===== src/rtl/text_writer.sv =====
// Character-plane text writer: turns a byte stream into registered plane writes,
// tracks a wrapping cursor and supports backspace, newline, form-feed clear and an escaped status cell.
module text_writer #(
  parameter int          COLS  = 20,
  parameter int          ROWS  = 7,
  parameter logic [7:0]  BLANK = 8'hFF
) (
  input  logic       clk,
  input  logic       reset,
  input  logic [7:0] rx_data,
  input  logic       rx_valid,
  output logic       ready,
  output logic [7:0] din,
  output logic [5:0] cin,
  output logic [3:0] rin,
  output logic       we,
  output logic       s,
  output logic [5:0] cur_col,
  output logic [3:0] cur_row,
  output logic [1:0] state_o
);

  // Handshake: a byte transfers on a posedge where rx_valid=1 and ready=1; a byte
  // offered while ready=0 is dropped, the sender must hold it until ready is seen high.

  typedef enum logic [1:0] {
    IDLE     = 2'd0,
    WRITE    = 2'd1,
    ESC_WAIT = 2'd2,
    CLEAR    = 2'd3
  } state_t;

  localparam logic [5:0] LAST_COL = 6'(COLS - 1);
  localparam logic [3:0] LAST_ROW = 4'(ROWS - 1);

  state_t     state_q, state_d;
  logic [5:0] col_q, col_d;
  logic [3:0] row_q, row_d;
  logic       adv_q, adv_d;
  logic       ready_q, ready_d;
  logic       we_q, we_d;
  logic       s_q, s_d;
  logic [7:0] din_q, din_d;
  logic [5:0] cin_q, cin_d;
  logic [3:0] rin_q, rin_d;

  always_ff @(posedge clk or posedge reset) begin
    if (reset) begin
      state_q <= IDLE;
      col_q   <= '0;
      row_q   <= '0;
      adv_q   <= 1'b0;
      ready_q <= 1'b1;
      we_q    <= 1'b0;
      s_q     <= 1'b0;
      din_q   <= '0;
      cin_q   <= '0;
      rin_q   <= '0;
    end else begin
      state_q <= state_d;
      col_q   <= col_d;
      row_q   <= row_d;
      adv_q   <= adv_d;
      ready_q <= ready_d;
      we_q    <= we_d;
      s_q     <= s_d;
      din_q   <= din_d;
      cin_q   <= cin_d;
      rin_q   <= rin_d;
    end
  end

  always_comb begin
    state_d = state_q;
    col_d   = col_q;
    row_d   = row_q;
    adv_d   = adv_q;
    we_d    = 1'b0;
    s_d     = 1'b0;
    din_d   = din_q;
    cin_d   = cin_q;
    rin_d   = rin_q;

    case (state_q)
      IDLE: begin
        if (rx_valid) begin
          if (rx_data >= 8'h20 && rx_data <= 8'h7E) begin
            we_d    = 1'b1;
            din_d   = rx_data;
            cin_d   = col_q;
            rin_d   = row_q;
            adv_d   = 1'b1;
            state_d = WRITE;
          end else begin
            case (rx_data)
              8'h08: begin
                if (col_q != 6'd0 || row_q != 4'd0) begin
                  if (col_q == 6'd0) begin
                    col_d = LAST_COL;
                    row_d = row_q - 4'd1;
                  end else begin
                    col_d = col_q - 6'd1;
                  end
                  we_d    = 1'b1;
                  din_d   = BLANK;
                  cin_d   = col_d;
                  rin_d   = row_d;
                  adv_d   = 1'b0;
                  state_d = WRITE;
                end
              end
              8'h0A, 8'h0D: begin
                col_d = 6'd0;
                row_d = (row_q == LAST_ROW) ? 4'd0 : row_q + 4'd1;
              end
              8'h0C: begin
                // The clear walker reuses the plane address registers as its counter.
                we_d    = 1'b1;
                din_d   = BLANK;
                cin_d   = 6'd0;
                rin_d   = 4'd0;
                state_d = CLEAR;
              end
              8'h1B: state_d = ESC_WAIT;
              default: ;
            endcase
          end
        end
      end

      ESC_WAIT: begin
        if (rx_valid) begin
          we_d    = 1'b1;
          s_d     = 1'b1;
          din_d   = rx_data;
          cin_d   = 6'd0;
          rin_d   = LAST_ROW;
          adv_d   = 1'b0;
          state_d = WRITE;
        end
      end

      WRITE: begin
        if (adv_q) begin
          if (col_q == LAST_COL) begin
            col_d = 6'd0;
            row_d = (row_q == LAST_ROW) ? 4'd0 : row_q + 4'd1;
          end else begin
            col_d = col_q + 6'd1;
          end
        end
        state_d = IDLE;
      end

      CLEAR: begin
        if (cin_q == LAST_COL && rin_q == LAST_ROW) begin
          col_d   = 6'd0;
          row_d   = 4'd0;
          state_d = IDLE;
        end else begin
          we_d  = 1'b1;
          din_d = BLANK;
          if (cin_q == LAST_COL) begin
            cin_d = 6'd0;
            rin_d = rin_q + 4'd1;
          end else begin
            cin_d = cin_q + 6'd1;
          end
        end
      end

      default: state_d = IDLE;
    endcase

    ready_d = (state_d == IDLE) || (state_d == ESC_WAIT);
  end

  assign ready   = ready_q;
  assign we      = we_q;
  assign s       = s_q;
  assign din     = din_q;
  assign cin     = cin_q;
  assign rin     = rin_q;
  assign cur_col = col_q;
  assign cur_row = row_q;
  assign state_o = state_q;

endmodule


===== config.mk =====
export PLATFORM = sky130hd
export DESIGN_NAME = text_writer
export DESIGN_NICKNAME = d
export VERILOG_FILES = /design/src/rtl/text_writer.sv
export SDC_FILE = /design/constraint.sdc
export NUM_CORES = 1
export LEC_CHECK = 0
export CAP_MARGIN = 5
export CORE_MARGIN = 2
export CORE_UTILIZATION = 50
export CTS_CLUSTER_SIZE = 14
export DETAILED_ROUTE_END_ITERATION = 10
export PLACE_DENSITY = 0.76
export SLEW_MARGIN = 20
export SYNTH_ARGS = -nofsm -noshare
export SYNTH_HDL_FRONTEND = slang
export SYNTH_SLANG_ARGS = --single-unit

===== constraint.sdc =====
create_clock -name clk -period 3.5 [get_ports clk]
set_input_delay 0.35 -clock clk [delete_from_list [all_inputs] [get_ports clk]]
set_output_delay 0.35 -clock clk [all_outputs]
set_load 0.03 [all_outputs]

==> metrics.txt <==
Worst-Margin Slew=834 ps; fraction of registers with async set or reset after synthesis=1.00; Routed Antenna Nets=0; Static Leak=1.30 nW; status=finished clean; CP endpoint kind=flip-flop; DP HPWL=5.22 mm; drt initial violations=203; Max Freq=approximately 370 MHz; Worst R2R Start=cur_col[0]$_DFFE_PP0P_; syn_nets=roughly 320; Final WS setup=805 ps; final cell count without fillers=405; Placed Cells=397; flop and latch count out of synthesis=34; Mapped Area=0.00258 mm²; initial antenna violation count=0; Max IR drop VDD=just under 500 µV; CP arrival=2880 ps; CTS tree=built; total CTS buffers=5; Vias=2,524; root buffer cell=clkbuf_8; CTS hold repair buffers=0; nature of the critical path startpoint=flip-flop; Starting Density=0.513; htree depth=2; Synth Area per Inst=8.73 µm²; Die ar.=between 0.005 and 0.006 mm²; die width=75.9 µm; RSZ-0062 raised after global routing=no; final-report max-slew violation count=0; Max Clock Skew=12.8 ps; Max transition margin=0.430; grt total ovfl=0; routability cong.=0.911; core area=0.00504 mm²; post-DR wirelength/cell=approximately 18 µm; NumNets Final=356; main flop type after synthesis=dfrtp_1; drt via density=6.23; GR Util All Layers=0.259; I/O pin cnt=44; number of synthesized flops with an enable pin=0; Skew-Pair Late Insertion Delay=approximately 300 ps; Req. time, crit path=3680 ps; PwrDens=819 mW/mm²; antenna cells=0; first-pass GRT wire length=12.1 mm; layout cells sized above 1=0.0925; Area Growth Syn to Fin=23.1%; total number of yosys warnings=0; Synth Instances=296; # setup viols final=0; Setup WS pre-CTS=601 ps; routed wire length=7.22 mm; Fin Setup TNS=0 ps; final hold violation count=0; clock-pin slew on the worst setup and hold paths=90 ps; Worst Reg-to-Reg Cells=7; Pre-antenna DRT Iters=5; Period minus WS final=2690 ps; register area share after synthesis=0.330; Tcrit/Tclk final=0.770; CTS Buffer Depth=2; Multi-input gate area=~0.0016 mm²; IO Port Bufs=43; synth unique cells=75; register area=about 850 µm²; Die H=75.9 µm; Setup CP Type=flip-flop to flip-flop; crit path launch=cur_col[0]$_DFFE_PP0P_; # clock sinks=34; vias in the first global route=approximately 2.4k; Hold Path Class=input port to asynchronous set/reset pin; largest net degree at the start of global routing=35; fill count=431; worst reg2reg endpoint=rin[3]$_DFFE_PP0P_; post-CTS setup buffers=0; # rows=26; Min Hold Slack=436 ps; max cap viols=0; Remaining DRCs=0; CP Max Fanout=13; CTS resizes=0; flop-to-flop setup slack=810 ps
[per-layer routing]
metal	track usage	vias to the layer above	wire length (µm)
met2	0.426	115	3490
met5	0	-	0
met4	0.0873	0	127
met1	0.348	1205	3070
met3	0.0429	14	531
li1	-	1190	-
[logic make-up (layout without fill, tap and decap cells)]
logic type,Yosys count,in the layout,synth area share
AOI/OAI and AO/OA,106,106,0.291
adders and majority gates,11,11,0.0532
xor gates and xnor gates,6,6,0.0203
and+or+nand+nor,94,94,0.206
muxes,7,7,0.0339
buffers and inverters,38,77,0.0658
DFF,34,34,0.330
[registers in the layout, summed over array words and instances, names as in the netlist]
signal   flops
din          8
cin          6
cur_col      6
cur_row      4
rin          4
state_o      2
adv_q        1
ready        1
s            1
we           1
[critical path: stages (launching register included)]
cell	delay [ps]
dfrtp_1	490
inv_1	150
ha_1	220
and2b_1	250
nand4_2	200
a2111o_2	670
nand3_1	240
mux2_2	360
[power by group]
| group | total (mW) | switching [mW] | internal, mW | leakage, nW |
|---|---|---|---|---|
| sequential | 0.777 | 0.256 | 0.520 | 0.403 |
| clock | 0.457 | 0.171 | 0.286 | 0.0683 |
| combinational | 1.37 | 0.780 | 0.593 | 0.833 |
| total | 2.61 | 1.21 | 1.40 | 1.30 |
[synth_stat cells, drive strengths merged, types with 5 or more instances]
| library cell | number | area share |
|---|---|---|
| nor3 | 6 | 0.016 |
| o21ai | 21 | 0.041 |
| nor2 | 13 | 0.020 |
| o2bb2ai | 5 | 0.017 |
| nor2b | 5 | 0.012 |
| ha | 11 | 0.053 |
| dfrtp | 33 | 0.32 |
| o221ai | 5 | 0.017 |
| or3 | 6 | 0.015 |
| clkbuf | 9 | 0.013 |
| a31oi | 10 | 0.024 |
| buf | 6 | 0.018 |
| a211oi | 7 | 0.024 |
| inv | 23 | 0.034 |
| nand2 | 24 | 0.039 |
| mux2 | 5 | 0.026 |
| nand3 | 15 | 0.031 |
| o211ai | 5 | 0.015 |
| a21oi | 17 | 0.033 |
[final cells by class]
type / count / share of cell area
multi-input combinational: 224 / 0.491
sequential: 34 / 0.268
timing repair buffer: 46 / 0.142
inverter: 23 / 0.0279
tap: 70 / 0.0275
clock buffer: 5 / 0.0216
clock inverter: 3 / 0.0216
[worst max-delay path by stage]
stage / to / cells past startpoint / slack, ps
finish: rin[3]$_DFFE_PP0P_ / 7 / 810
detailed placement: cur_col[1]$_DFFE_PP0P_ / 6 / 600
global placement: cur_col[1]$_DFFE_PP0P_ / 6 / 680
global route: rin[3]$_DFFE_PP0P_ / 7 / 700
floorplan: rin[3]$_DFFE_PP0P_ / 7 / 1120
CTS: rin[3]$_DFFE_PP0P_ / 7 / 830
[cells in the final DEF, fill, tap and decap left out, types with 6 or more instances in the layout]
| cell | instances |
|---|---|
| o21ai_0 | 21 |
| nand3_1 | 14 |
| inv_1 | 22 |
| dfrtp_1 | 33 |
| nand2_1 | 22 |
| ha_1 | 11 |
| nor2_1 | 12 |
| or3_1 | 6 |
| clkdlybuf4s50_1 | 43 |
| a21oi_1 | 17 |
| a31oi_1 | 10 |
[through the flow]
step	power [mW]	cell area, µm²	util
after floorplan	1.66	2580	-
after global placement	2.12	3040	0.604
after detailed placement	2.14	3040	0.604
after CTS	2.60	3180	0.631
after global routing	2.77	3180	0.631
final	2.61	3180	0.631
Power figures use the tool's default switching activity.
